==> src/rtl/icebus_status_rx.sv <==
// 8N1 UART receiver and status-frame parser for the motor bus.
// Emits one validated status update per good 17-byte frame; bad frames are dropped and counted.
module icebus_status_rx #(
    parameter int CLOCK_SPEED_HZ   = 50_000_000,
    parameter int BAUD_RATE        = 1_000_000,
    parameter int NUMBER_OF_MOTORS = 6,
    parameter int TIMEOUT_BYTES    = 4
) (
    input  logic        clock,
    input  logic        reset,
    input  logic        rx,
    output logic        status_valid,
    output logic [7:0]  status_motor,
    output logic [31:0] status_position,
    output logic [31:0] status_velocity,
    output logic [15:0] status_current,
    output logic [31:0] status_displacement,
    output logic        frame_error,
    output logic [15:0] frame_count,
    output logic [15:0] error_count
);
    localparam int CPB      = CLOCK_SPEED_HZ / BAUD_RATE;
    localparam int CW       = $clog2(CPB);
    localparam int TO_LIMIT = TIMEOUT_BYTES * 10 * CPB;
    localparam int TW       = $clog2(TO_LIMIT + 1);

    typedef enum logic [1:0] {B_IDLE, B_START, B_DATA, B_STOP} bstate_t;
    typedef enum logic [1:0] {P_HUNT, P_ID, P_PAYLOAD, P_CHECK} pstate_t;

    logic [1:0] sync;
    logic       rx_s;

    always_ff @(posedge clock) begin
        if (reset) sync <= 2'b11;
        else       sync <= {sync[0], rx};
    end
    assign rx_s = sync[1];

    // ---------------- byte receiver ----------------
    bstate_t       bstate, bstate_nx;
    logic [CW-1:0] bcnt;
    logic [2:0]    bit_idx;
    logic [7:0]    shreg;
    logic          half_pt, bit_pt, byte_done, byte_err;

    assign half_pt   = (bcnt == CW'(CPB / 2 - 1));
    assign bit_pt    = (bcnt == CW'(CPB - 1));
    assign byte_done = (bstate == B_STOP) && bit_pt && rx_s;
    assign byte_err  = (bstate == B_STOP) && bit_pt && !rx_s;

    always_ff @(posedge clock) begin
        if (reset) bstate <= B_IDLE;
        else       bstate <= bstate_nx;
    end

    always_comb begin
        bstate_nx = bstate;
        case (bstate)
            B_IDLE:  if (!rx_s) bstate_nx = B_START;
            B_START: if (half_pt) bstate_nx = rx_s ? B_IDLE : B_DATA;
            B_DATA:  if (bit_pt && bit_idx == 3'd7) bstate_nx = B_STOP;
            B_STOP:  if (bit_pt) bstate_nx = B_IDLE;
        endcase
    end

    // Counter restarts at the half-bit point so every later sample lands mid-bit.
    always_ff @(posedge clock) begin
        if (reset) begin
            bcnt    <= '0;
            bit_idx <= '0;
            shreg   <= '0;
        end else begin
            if (bstate == B_IDLE || (bstate == B_START && half_pt) || bit_pt) bcnt <= '0;
            else                                                              bcnt <= bcnt + 1'b1;
            if (bstate == B_START) bit_idx <= '0;
            else if (bstate == B_DATA && bit_pt) bit_idx <= bit_idx + 1'b1;
            if (bstate == B_DATA && bit_pt) shreg <= {rx_s, shreg[7:1]};
        end
    end

    // ---------------- frame parser ----------------
    pstate_t       pstate, pstate_nx;
    logic [3:0]    pidx;
    logic [7:0]    sum, motor;
    logic          bad_id;
    logic [111:0]  payload;
    logic [TW-1:0] to_cnt;
    logic          timeout, good, bad;

    assign timeout = (pstate != P_HUNT) && !byte_done && !byte_err && (to_cnt == TW'(TO_LIMIT - 1));

    always_ff @(posedge clock) begin
        if (reset) pstate <= P_HUNT;
        else       pstate <= pstate_nx;
    end

    // good/bad are mutually exclusive, so status_valid and frame_error never coincide.
    always_comb begin
        pstate_nx = pstate;
        good      = 1'b0;
        bad       = 1'b0;
        if (byte_err) begin
            pstate_nx = P_HUNT;
            bad       = 1'b1;
        end else if (timeout) begin
            pstate_nx = P_HUNT;
            bad       = 1'b1;
        end else if (byte_done) begin
            case (pstate)
                P_HUNT:    if (shreg == 8'hA5) pstate_nx = P_ID;
                P_ID:      pstate_nx = P_PAYLOAD;
                P_PAYLOAD: if (pidx == 4'd13) pstate_nx = P_CHECK;
                P_CHECK: begin
                    pstate_nx = P_HUNT;
                    if (!bad_id && shreg == sum) good = 1'b1;
                    else                         bad  = 1'b1;
                end
            endcase
        end
    end

    always_ff @(posedge clock) begin
        if (reset) begin
            pidx                <= '0;
            sum                 <= '0;
            motor               <= '0;
            bad_id              <= 1'b0;
            payload             <= '0;
            to_cnt              <= '0;
            status_valid        <= 1'b0;
            frame_error         <= 1'b0;
            status_motor        <= '0;
            status_position     <= '0;
            status_velocity     <= '0;
            status_current      <= '0;
            status_displacement <= '0;
            frame_count         <= '0;
            error_count         <= '0;
        end else begin
            status_valid <= good;
            frame_error  <= bad;
            if (pstate == P_HUNT || byte_done || byte_err) to_cnt <= '0;
            else                                           to_cnt <= to_cnt + 1'b1;
            if (byte_done) begin
                case (pstate)
                    P_ID: begin
                        motor  <= shreg;
                        bad_id <= ({1'b0, shreg} >= 9'(NUMBER_OF_MOTORS));
                        sum    <= shreg;
                        pidx   <= '0;
                    end
                    P_PAYLOAD: begin
                        payload <= {payload[103:0], shreg};
                        sum     <= sum + shreg;
                        pidx    <= pidx + 1'b1;
                    end
                    default: ;
                endcase
            end
            if (good) begin
                status_motor        <= motor;
                status_position     <= payload[111:80];
                status_velocity     <= payload[79:48];
                status_current      <= payload[47:32];
                status_displacement <= payload[31:0];
                if (frame_count != 16'hFFFF) frame_count <= frame_count + 16'd1;
            end
            if (bad && error_count != 16'hFFFF) error_count <= error_count + 16'd1;
        end
    end
endmodule
==> config.mk <==
export PLATFORM = sky130hd
export DESIGN_NAME = icebus_status_rx
export DESIGN_NICKNAME = d
export VERILOG_FILES = /design/src/rtl/icebus_status_rx.sv
export SDC_FILE = /design/constraint.sdc
export NUM_CORES = 1
export LEC_CHECK = 0
export ABC_AREA = 1
export CAP_MARGIN = 5
export CORE_UTILIZATION = 30
export DETAILED_ROUTE_END_ITERATION = 8
export HOLD_SLACK_MARGIN = 0.02
export SYNTH_ARGS = -nofsm -noshare
export SYNTH_HDL_FRONTEND = slang
export SYNTH_SLANG_ARGS = --single-unit
==> constraint.sdc <==
create_clock -name clock -period 5.24 [get_ports clock]
set_clock_uncertainty 0.05 [all_clocks]
set_input_delay 0.524 -clock clock [delete_from_list [all_inputs] [get_ports clock]]
set_output_delay 0.524 -clock clock [all_outputs]
set_load 0.005 [all_outputs]
==> Yosys cells after proc, flatten, opt, wreduce, memory -nomap -nowiden <==
Index checks and enable logic that the tools add are counted.
{ "word_totals": {"regBits": 321, "inputBits": 3, "output_inout_bits": 154, "wordCells": 104} }
{ "classes": {"add_sub_neg": 7, "n_lt_le_gt_ge": 1, "n_eq_ne": 21, "mux": 21, "n_reduce_logical": 33} }
{ "ops": {"columns": ["op", "count"], "rows": [
  ["16-bit by 1-bit adder with 16-bit output, second input constant", 2],
  ["16-bit != test, second input constant", 2],
  ["2-bit case mux with 4 select lines", 2],
  ["8-bit case mux with 2 select lines", 1],
  ["2-bit 2-to-1 mux", 7],
  ["2-bit != test, second input constant", 6],
  ["11-bit by 1-bit adder with 11-bit output, second input constant", 1],
  ["11-bit equality test, second input constant", 1],
  ["1-bit logical AND", 11],
  ["1-bit 2-to-1 mux", 10],
  ["8-bit adder", 1],
  ["2-bit equality test, second input constant", 4],
  ["8-bit equality test", 1],
  ["8-bit equality test, second input constant", 1],
  ["8-bit by 3-bit greater-or-equal comparator with 1-bit output, second input constant", 1],
  ["4-bit case mux with 2 select lines", 1],
  ["2-bit AND reduction", 4],
  ["6-bit by 1-bit adder with 6-bit output, second input constant", 1],
  ["6-bit by 5-bit equality test with 1-bit output, second input constant", 1],
  ["6-bit equality test, second input constant", 1],
  ["2-bit OR reduction", 3],
  ["4-bit by 1-bit adder with 4-bit output, second input constant", 1],
  ["2-bit by 1-bit equality test with 1-bit output, second input constant", 2],
  ["4-bit equality test, second input constant", 1],
  ["9 further kinds", 17]
]} }

==> Logic depth before layout (Yosys ltp) <==
Gate-level depths: netlist of run 1.
{ "depth": {"word_depth": 10, "ltp_mapped": 12, "mapped_depth_nobuf": 11} }

==> Worst setup path before layout of run 1 <==
Ideal clock, no wire load.
{ "synth_timing": {"kind": "reg-to-reg", "startpoint": "register shreg[2]", "endpoint": "register status_current[0]", "setup_time_ns": 0.116, "arrival_ns": 1.774, "t_required_ns": 5.074, "setup_slack_ns": 3.300, "stages_incl_launch_ff": 12, "n_path_buf": 2, "synth_period_minus_slack_ns": 1.940, "cell_sequence": "dfxtp_1 ha_1 nor2_1 nand3_1 nor2_2 nand2_1 nor2_2 inv_2 buf_6 buf_6 nor2_1 nor2_1"} }
{ "synth_via": {"elab_chain_len": 7} }
{ "synth_lines": {"columns": ["item", "line", "source"], "rows": [
  ["start: declaration", "43", "logic [7:0] shreg;"],
  ["start signal: assignment", "77", "if (bstate == B_DATA && bit_pt) shreg <= {rx_s, shreg[7:1]};"],
  ["8-bit equality test", "115", "if (!bad_id && shreg == sum) good = 1'b1;"],
  ["1-bit logical AND", "115", null],
  ["1-bit 2-to-1 mux", "115", null],
  ["1-bit 2-to-1 mux", "109", "case (pstate)"],
  ["1-bit 2-to-1 mux", "108", "end else if (byte_done) begin"],
  ["1-bit 2-to-1 mux", "105", "end else if (timeout) begin"],
  ["1-bit 2-to-1 mux", "102", "if (byte_err) begin"],
  ["end signal: assignment", "164", "status_current <= payload[47:32];"],
  ["end: declaration", "16", "output logic [15:0] status_current,"]
]} }
No other way between the ends.
A chain may end at the register's enable or synchronous reset.

==> Final worst setup path of run 1 <==
{ "layout_timing": {"startpoint": "register shreg[2]", "endpoint": "register status_current[11]"} }
Same word-level chain as after synthesis.

==> results of run 1 <==
[path summary, 6_finish.rpt]
kind | to | slack, ns | cells after the start
setup reg to reg | status_current[11]$_SDFFE_PP0P_ | 2.02 | 9
hold reg to reg | sync[1]$_SDFF_PP1_ | 0.37 | 1
hold / removal | sync[1]$_SDFF_PP1_ | 0.37 | 1
setup / recovery | status_current[11]$_SDFFE_PP0P_ | 2.02 | 9
[worst max-delay path: stages, from the launching register on]
cell,delay (ns)
dfxtp_1,0.46
ha_1,0.33
nor2_1,0.13
nand3_1,0.10
nor2_2,0.26
nand2_1,0.14
nor2_4,0.42
buf_4,0.89
o21ai_0,0.18
nor2_1,0.13
[power by group]
group	leakage (nW)	switching, mW	internal [mW]
logic	3.55	0.0390	0.0111
clock network	0.621	1.04	1.67
registers	2.58	0.00368	2.44
total	6.75	1.09	4.13
[Yosys cell counts, types with 3 or more instances]
master	instances
nor3_1	12
nand2_1	137
xnor2_1	14
nor2_2	6
nand4_1	8
buf_2	23
nand3_1	58
clkbuf_1	49
inv_2	6
buf_4	12
nor3b_1	4
a31oi_1	3
ha_1	21
xor2_1	24
nor2_1	518
buf_6	11
o21ai_1	111
a21oi_1	79
dfxtp_1	321
or2_2	5
inv_1	56
o21ai_0	150
[cell families after synthesis]
| family | after synthesis |
|---|---|
| DFF | 321 |
| adders and majority gates | 22 |
| xor gates and xnor gates | 38 |
| and+or+nand+nor | 759 |
| AOI/OAI and AO/OA | 349 |
| buffers and inverters | 158 |
[registers in the layout (all words and copies together) (netlist names), 3 cells and up, named ones only]
name,flops
to_cnt,11
shreg,8
bcnt,6
bit_idx,3
status_motor,8
motor,8
status_current,16
payload,112
status_position,32
status_velocity,32
error_count,16
pidx,4
status_displacement,32
frame_count,16
sum,8
[per-stage QoR]
stage	total power, mW	cells	area (um^2)
2_1_floorplan	2.54	1647	12600
3_3_place_gp	2.55	2245	14400
3_5_place_dp	2.55	2245	14400
4_1_cts	5.29	2306	15700
5_1_grt	5.39	2306	15700
6_report	5.22	2306	15700
[area by class of cell]
type                    instances  area [um^2]  share of cell area [%]
clock buffers                  48         1020                    6.49
inverters                      62          241                    1.54
flip-flops and latches        321         6430                    41.0
well taps                     532          666                    4.25
multi-input cells            1168         5460                    34.9
repair buffers                162         1600                    10.2
clock inverters                13          254                    1.62
[routing by layer]
layer  GRT usage [%]  share of wire, %  vias up
li1                -                 -     5551
met3            3.24               5.3       47
met4            4.89               1.9        0
met2            24.0                45      230
met1            20.9                48     5034
met5               0                 0        -
[cell usage in the layout, fill, tap and decap left out, drive strengths merged]
cell	instances
or2	5
nor3	12
xor2	24
nand2	139
nor4	2
dfxtp	321
bufinv	6
a211oi	2
nor3b	4
o21bai	1
a31oi	3
nand4	10
clkinvlp	1
clkinv	4
a21oi	79
nand3	60
inv	64
o21ai	261
a21boi	2
fa	1
buf	7
xnor2	14
clkdlybuf4s50	155
clkbuf	48
nand3b	2
o211ai	1
ha	21
nor2	525
==> results.txt, run 1 <==
The critical path launch point is shreg[2]$_SDFFE_PP0P_. At the end of routability-driven placement, the weighted congestion stood at 0.879. Dividing total power by cell area gives a power density of 333 mW/mm^2.

The fraction of final layout cells with drive strength greater than 1 came out at 4.90%. The worst setup path is launched from a register. The synthesized-area fraction occupied by ao, oa, aoi and oai cells came out at 14.0%. Timing analysis after detailed placement gives a worst setup slack of 2.03 ns. The final total negative setup slack is 0 ns. The clock-pin transition on the worst setup and hold timing paths is 0.06 ns. The fraction of the mapped netlist area in simple logic gates is 24.3%. The worst hold path begins at sync[0]$_SDFF_PP1_. The synthesis warning total is 0. The insertion delay to the later sink of the worst-skew pair is 0.55 ns. The maximum number of pins on one net before global-route repair is 154.

The number of vias in the routed layout came out at 10862. The relative max-transition margin is 28.4%. The remaining routing DRC violations came out at 0. The leftover overflow at the end of global routing is 0. The worst register-to-register path begins at shreg[2]$_SDFFE_PP0P_. The number of cells upsized or downsized after cts came out at 0. The routed length per instance came out at 14.2 um. For the worst setup path, the data arrival time is 3.65 ns. In this run the remaining antenna-violating nets after routing total 0. The floorplan die width is 207 um.

The setup fix buffers added after clock tree synthesis is 0. In the synthesized netlist, mux cells make up 0% of the area. The number of setup violations in the final report came out at 0. The actual slew at the worst max-slew pin came out at 1.07 ns. The signed area change from the synthesized netlist to the final layout came out at 24.1%. The type of the worst setup path is register to register. The count of hold buffers inserted by post-cts repair is 0. Of the post-synthesis cell area, the dominant cell type holds 50.9%. The flow ran to the end, and the final reports show no timing, DRC or antenna violations. The clock sink total came out at 321. For this configuration, the core starts out at a cell density of 30.7%. The cell leakage power is 6.75 nW. The core area came out at 0.0412 mm^2.

The cell sitting at the root of the clock tree is a clkbuf_16. The cell area that synthesis handed to floorplanning was 0.0126 mm^2. The main combinational cell family by area after synthesis is simple AND/OR/NAND/NOR gates. Row generation in the floorplan step produced 74 rows. VDD sags by at most 0.174 mV. In this run, synthesis produced a sequential element count of 321. Pin placement for this block handled 157 I/O pins. The detailed router finished its first iteration with 709 violations. The sum of net half-perimeters after detailed placement is 20200 um. When the netlist entered floorplanning its net count stood at 1672. The diode insertion count for antenna repair is 0. CTS built an H-tree with a depth of 2. The number of enable-type register cells in the synthesized netlist came out at 0. The overall routing resource usage came out at 15.3%. The global-route wire length before repair came out at 54800 um. Hold is met by 0.367 ns. The final-report hold violation count came to 0. The most used flip-flop cell after synthesis is dfxtp_1. The vertical extent of the die came out at 207 um. The largest total area in the synthesized netlist belongs to dfxtp_1.

TritonCTS built the clock tree. The via count of the first global-routing pass came out at 10490. The fraction of the cycle the final worst path needs came out at 61.5%. The total die area came out at 0.0429 mm^2. The count of mapped cells out of synthesis came out at 1647. The number of optimization iterations in the first detailed-route pass is 7. Dividing the detail-routed via count by the number of cells gives 4.71.

The slack of the critical path came out at 2.02 ns. The final core utilization came out at 38.0%. The number of nets in the final layout came out at 1776. The maximum fanout along the worst path is 100. The maximum clock frequency came out at 0.310 GHz.

The maximum number of buffers from clock root to sink is 3. After synthesis, the cell types taking the most area are dfxtp_1 (51%), nor2_1 (15%), o21ai_0 (5.9%). The worst setup path is captured at a register. The max-capacitance violation count is 0.

The fraction of synthesis flops using an asynchronous set or reset pin came out at 0%. The post-synthesis share of cell area spent on full adders, half adders and majority gates is 2.24%. The initial antenna violation count came out at 0.

Each instance of the synthesized netlist takes up on average 7.67 um^2. The total clock buffers created by CTS came out at 36. The tightest min-delay check is of the register to register type. The required time of the critical path came out at 5.67 ns. The total wire length came out at 32700 um. Setup repair after global routing left no endpoint under its margin.

The number of filler cells placed in the layout is 4174. Buffers placed on the I/O ports in this run total 156. The synthesized netlist contains 34 unique library cells. The sequential-to-total area share from yosys stat came out at 50.9%. The final number of max-transition violations was 0.

The clock period could shrink to 3.22 ns. The fraction of synthesized cell area in xor and xnor cells is 2.64%.
Note: power is estimated with default switching activity, not from simulation.
==> run 2, diff against run 1 <==
==> constraint.sdc (replaced) <==
create_clock -name clock -period 2.8 [get_ports clock]
set_clock_uncertainty 0.05 [all_clocks]
set_input_delay 0.28 -clock clock [delete_from_list [all_inputs] [get_ports clock]]
set_output_delay 0.28 -clock clock [all_outputs]
set_load 0.005 [all_outputs]
==> run 2 against run 1 <==
Against the previous run:
- cell area grew 0.85%
- wire length shrank 0.11%
- non-clock buffer count grew 12
- maximum frequency grew 35%
- critical endpoint is now status_displacement[29]$_SDFFE_PP0P_
- clock power grew 77%
- utilization grew 0.32 points
- sequential power grew 87%
- count of clock-buffer cells in the layout grew 2
- critical path depth is the same
- sequential cell count is the same
==> results.txt, run 2 (synthesized netlist as in run 1, its figures left out) <==
The run finished with clean final reports. The slowest stage of the critical path is the dfxtp_1 cell. The total clock buffers created by CTS is 36. The required time of the critical path came out at 3.23 ns. The flip-flop count of the largest register after layout is 112. The path class of the tightest hold or removal check is input port to register. Gates resized during post-CTS repair numbered 0. The final number of max-transition violations came out at 0. The number of setup violations in the final report came out at 0. The count of H-tree levels built during CTS is 2. The root buffer cell chosen for the clock tree is clkbuf_16. Max-cap violations in this run came to 0. The number of placed I/O pins came out at 157.

Port buffering added 156 buffers. The violation count after the first detailed-route iteration is 591. Power spread over the standard cell area amounts to 601 mW/mm^2. The initial antenna violation count came out at 0. The most common cell after layout, fill and taps aside is nor2_1. The number of optimization iterations in the first detailed-route pass is 5. The diode insertion count for antenna repair came out at 0. Row generation in the floorplan step produced 74 rows.

The slack of the critical path came out at 0.418 ns. The maximum clock frequency is 0.420 GHz. With fillers left out, the area of the finished cells amounts to 0.0158 mm^2. The mean number of vias per cell came out at 4.69. The arrival time of the worst setup path is 2.81 ns. The worst slack at placement is 0.447 ns. The maximum fanout along the worst path is 100.

The maximum number of pins on one net before global-route repair is 101. In the layout the commonest cells are nor2_1 (518), dfxtp_1 (321), clkdlybuf4s50_1 (155), o21ai_0 (150), nand2_1 (137). The maximum number of buffers from clock root to sink is 3. Clock-pin slew was measured on the worst setup and hold paths at 0.06 ns. Of the cells placed in the final design, the portion with a size suffix greater than 1 is 5.70%. The insertion delay to the later sink of the worst-skew pair came out at 0.54 ns. Walking the worst path, the cells encountered are ha_1 -> nor2_1 -> nand3_1 -> nor2_2 -> nand2_1 -> nor2_4 -> buf_12 -> o21ai_0 -> nor2_1. The leftover overflow at the end of global routing came out at 0.

The floorplan step defined a die boundary enclosing 0.0429 mm^2. The last weighted congestion value of the routability-driven placer is 0.858. At the pin with the least slew margin, the transition time is 0.631 ns. The overall routing resource usage is 15.1%. The total wire length is 32600 um.

The critical path is of the register to register type. The footprint of the flip-flops and latches is 0.00643 mm^2. The final total negative setup slack is 0 ns. The most numerous cell type found on the critical path is nor2_1.

The multi-input logic area came out at 0.00546 mm^2. Counting the fill cells in the layout gives 4208. The cell leakage power came out at 6.82 nW. The final critical path takes up 85.1% of the cycle.

The floorplan die width came out at 207 um. The number of vias in the routed layout is 10886. On the worst path, the slowest cell contributes a delay of 0.51 ns. The worst setup path is launched from a register.

TritonCTS built the clock tree. Setup repair after global routing left no endpoint under its margin. Detailed placement ended at an HPWL of 20900 um.

Overall power consumption after layout is estimated at 9.49 mW. The via count of the first global-routing pass came out at 10590. The number of buffers and inverters on the critical path is 1. For this run, the post-layout net count is 1788. Compared with the post-synthesis result, the final layout area differs by 25.1%. The area of placed instances came out at 0.0146 mm^2. payload holds more flip-flops than any other register. In this run the post-CTS setup repair buffer count came out at 0. The post-route antenna net violation count came out at 0.

For this configuration, the core starts out at a cell density of 30.7%. The vertical extent of the die came out at 207 um. The remaining routing DRC violations came out at 0.

The clock sink total is 321. The routed length per instance came out at 14.1 um. The core area came out at 0.0412 mm^2.

The final-report hold violation count is 0. The kind of cell with the highest combined delay on the critical path is simple AND/OR/NAND/NOR gates. The shortest clock period the worst path allows after layout came out at 2.38 ns. The worst supply voltage drop on vdd came out at 0.332 mV. The global-route wire length before repair came out at 54300 um.

After clock tree synthesis, the flow added hold-fix buffers numbering 0. Headroom to the max-slew limit came out at 57.9%. The final core utilization is 38.4%. The endpoint class of the critical path is a register.
-- run 2: changes by cell type in the layout (fill, tap and decap cells not counted), sizes merged --
| cell | previous run | this run |
|---|---|---|
| buf | 7 | 19 |
| clkinv | 4 | 11 |
| bufinv | 6 | 3 |
| inv | 64 | 61 |
| clkbuf | 48 | 50 |
| clkinvlp | 1 | 2 |
-- run 2: area by class of cell --
cell class | instances | share of cell area (%)
tap | 532 | 4.21
clock buffer | 50 | 6.55
sequential | 321 | 40.7
clock inverter | 15 | 1.21
timing repair buffer | 174 | 11.3
inverter | 62 | 1.53
multi-input combinational | 1168 | 34.6
-- run 2: routing by layer --
layer / part of all wire [%] / track usage, % / up-vias
met5: 0 / 0 / -
li1: - / - / 5570
met1: 48 / 20.5 / 5055
met2: 45 / 23.8 / 214
met3: 5.7 / 3.99 / 47
met4: 1.7 / 3.99 / 0
-- run 2: worst reg2reg max path, delay by kind of cell (launching register included) --
kind | cells | cell delay, ns
simple gates | 6 | 0.86
flops | 1 | 0.51
fa+ha+maj | 1 | 0.31
buf+inv | 1 | 0.31
compound gates | 1 | 0.30
-- run 2: path summary, 6_finish.rpt --
path	depth (start not counted)	slack [ns]	from	end
worst max-delay path	9	0.42	shreg[0]$_SDFFE_PP0P_	status_displacement[29]$_SDFFE_PP0P_
worst min-delay path	4	0.22	reset	status_displacement[17]$_SDFFE_PP0P_
worst max register to register	9	0.42	shreg[0]$_SDFFE_PP0P_	status_displacement[29]$_SDFFE_PP0P_
worst min register to register	1	0.36	sync[0]$_SDFF_PP1_	sync[1]$_SDFF_PP1_
-- run 2: report_power, final --
part           total [mW]  internal, mW  switching (mW)
Clock                4.81          2.89            1.93
Sequential           4.58          4.57         0.00680
Combinational       0.102        0.0269          0.0751
-- run 2: per-stage QoR --
stage | cells | hold slack (ns)
3_5_place_dp | 2257 | 0.355
5_1_grt | 2322 | 0.253
3_3_place_gp | 2257 | 0.351
4_1_cts | 2322 | 0.206
6_report | 2322 | 0.217
2_1_floorplan | 1647 | 0.334
==> run 3, diff against run 2 <==
--- a/config.mk
+++ b/config.mk
@@ -7,7 +7,7 @@
 export LEC_CHECK = 0
 export ABC_AREA = 1
 export CAP_MARGIN = 5
-export CORE_UTILIZATION = 30
+export CORE_UTILIZATION = 40
 export DETAILED_ROUTE_END_ITERATION = 8
 export HOLD_SLACK_MARGIN = 0.02
 export SYNTH_ARGS = -nofsm -noshare
==> run 3 against run 2 <==
Against the previous run:
- critical path type unchanged
- largest cell class unchanged
- sequential share of layout area up 0.54 points
- the flow now finishes with violations (DRC)
- maximum frequency down 0.28%
- clock power down 3%
- utilization up 12 points
==> results.txt, run 3 (synthesized netlist as in run 1, its figures left out) <==
The number of filler cells placed in the layout came out at 2966. The worst supply voltage drop on vdd is 0.383 mV. The sum of net half-perimeters after detailed placement came out at 19600 um. Dividing total power by cell area gives a power density of 600 mW/mm^2. The number of optimization iterations in the first detailed-route pass came out at 7. The CTS tree is built.

For this block, the routed nets add up to 31300 um of wire. The cell leakage power is 6.81 nW. The min-delay analysis places its worst path in the category input port to register.

The post-route antenna net violation count is 0. The maximum number of pins on one net before global-route repair came out at 120. Relative to the synthesized area, the layout overhead comes to 23.5%. The mean number of vias per cell is 4.95. The flow ran to the end, but the final reports show violations. The total die area came out at 0.0323 mm^2. The core area is 0.0308 mm^2.

The count of hold buffers inserted by post-cts repair came out at 0. The register with the most flip-flops in the layout has 112 of them. The floorplan die width is 180 um. Leaving out filler cells and counting taps, the final layout contains 2185. The largest individual stage delay along the critical path comes from the cell dfxtp_1. Setup repair after global routing left no endpoint under its margin. The actual slew at the worst max-slew pin is 0.606 ns. For this run, design rule violations remaining after detail routing come to 9. Counting stages on the worst path, the most repeated cell is nor2_1. The last weighted congestion value of the routability-driven placer came out at 0.849.

Global routing used 19.4% of the available tracks across all layers. The arrival time of the worst setup path came out at 2.73 ns. The via count of the first global-routing pass came out at 10359.

The delay of the slowest critical-path stage is 0.46 ns. The final number of max-transition violations is 0. The critical path is of the register to register type. The required time of the critical path is 3.14 ns. The clock sink total is 321.

The maximum number of buffers from clock root to sink is 3. In the layout the commonest cells are nor2_1 (518), dfxtp_1 (321), clkdlybuf4s50_1 (155), o21ai_0 (150), nand2_1 (137). The routed length per instance came out at 14.3 um. The fraction of final layout cells with drive strength greater than 1 is 5.59%. The maximum clock frequency came out at 0.419 GHz. The worst slack on hold paths is 0.278 ns.

The number of placement rows is 64. Walking the worst path, the cells encountered are ha_1 -> nor2_1 -> nand3_1 -> nor2_2 -> nand2_1 -> nor2_4 -> inv_4 -> buf_12 -> nor2_1 -> nor2_1. After layout, the minimum clock period comes to 2.39 ns. The max-capacitance violation count came out at 0.

The cell count after placement is 2123. The relative max-transition margin is 59.6%. Leaving out fill and tap cells, the most frequent cell in the layout is nor2_1. The violation count after the first detailed-route iteration came out at 673.

The number of setup violations in the final report came out at 0. The starting density of the core is 41.0%. The tree is rooted in a clkbuf_16. The total clock buffers created by CTS is 35. After global routing the overflow that remains totals 0. The worst slack at placement came out at 0.408 ns. The final-report hold violation count came out at 0.

The final core utilization came out at 50.6%. The slack of the critical path came out at 0.412 ns. The first global-routing pass estimated 52900 um of wire. The checks that failed: DRC. For the final routed database, the setup TNS stands at 0 ns. The initial antenna violation count is 0. The number of nets in the final layout is 1789. The worst setup path is launched from a register.

The number of placed I/O pins came out at 157. The setup fix buffers added after clock tree synthesis came out at 0. The maximum fanout along the worst path is 51. More flip-flops sit in one register than any other, and that register is payload. The number of cells upsized or downsized after cts is 0. The worst setup path is captured at a register. The count of H-tree levels built during CTS is 2.

The repair_antennas step left the layout with diodes totalling 0. Detailed routing inserted a total of 10812 vias. The clock-pin transition on the worst setup and hold timing paths came out at 0.06 ns. The vertical extent of the die is 180 um. The fraction of the cycle the final worst path needs is 85.3%. The count of buffers inserted at the top-level ports is 156. At the later pin of the worst-skew pair, clock insertion delay measures 0.52 ns.
## run 3: final timing paths
kind                         start                          endpoint  slack [ns]  cells after the start
min reg2reg     sync[0]$_SDFF_PP1_                sync[1]$_SDFF_PP1_        0.37                      1
max reg2reg  shreg[0]$_SDFFE_PP0P_  status_position[16]$_SDFFE_PP0P_        0.41                     10
min                          reset           payload[3]$_SDFFE_PP0P_        0.28                      4
max          shreg[0]$_SDFFE_PP0P_  status_position[16]$_SDFFE_PP0P_        0.41                     10
## run 3: through the flow
step                total power, mW  area [um^2]
floorplan                      4.75        12600
global placement               4.78        14400
detailed placement             4.78        14400
CTS                            9.47        15600
global route                   9.68        15600
finish                         9.35        15600
## run 3: area by class of cell
| cell class | count | area, um^2 | area share [%] |
|---|---|---|---|
| inverters | 62 | 241 | 1.55 |
| well taps | 396 | 495 | 3.18 |
| clock buffers | 51 | 1030 | 6.59 |
| repair buffers | 176 | 1790 | 11.5 |
| multi-input cells | 1168 | 5460 | 35.0 |
| flip-flops and latches | 321 | 6430 | 41.2 |
| clock inverters | 11 | 145 | 0.931 |
## run 3: critical path, delay by kind of cell (launching register included)
family	cells	cell delay (ns)
adder cells (fa/ha/maj)	1	0.30
flip-flops	1	0.46
AND/OR/NAND/NOR	7	0.91
buffers and inverters	2	0.49
## run 3: report_power, final
group,internal [mW],switching [mW]
logic,0.0269,0.0747
clock network,2.83,1.84
registers,4.57,0.00638
total,7.43,1.92
## run 3: per-layer routing
| layer | wire (um) | track usage, % | vias to the layer above |
|---|---|---|---|
| met1 | 15300 | 26.4 | 4983 |
| met5 | 0 | 0 | - |
| met4 | 687 | 5.62 | 0 |
| met2 | 13900 | 31.7 | 209 |
| li1 | - | - | 5574 |
| met3 | 1430 | 3.36 | 46 |
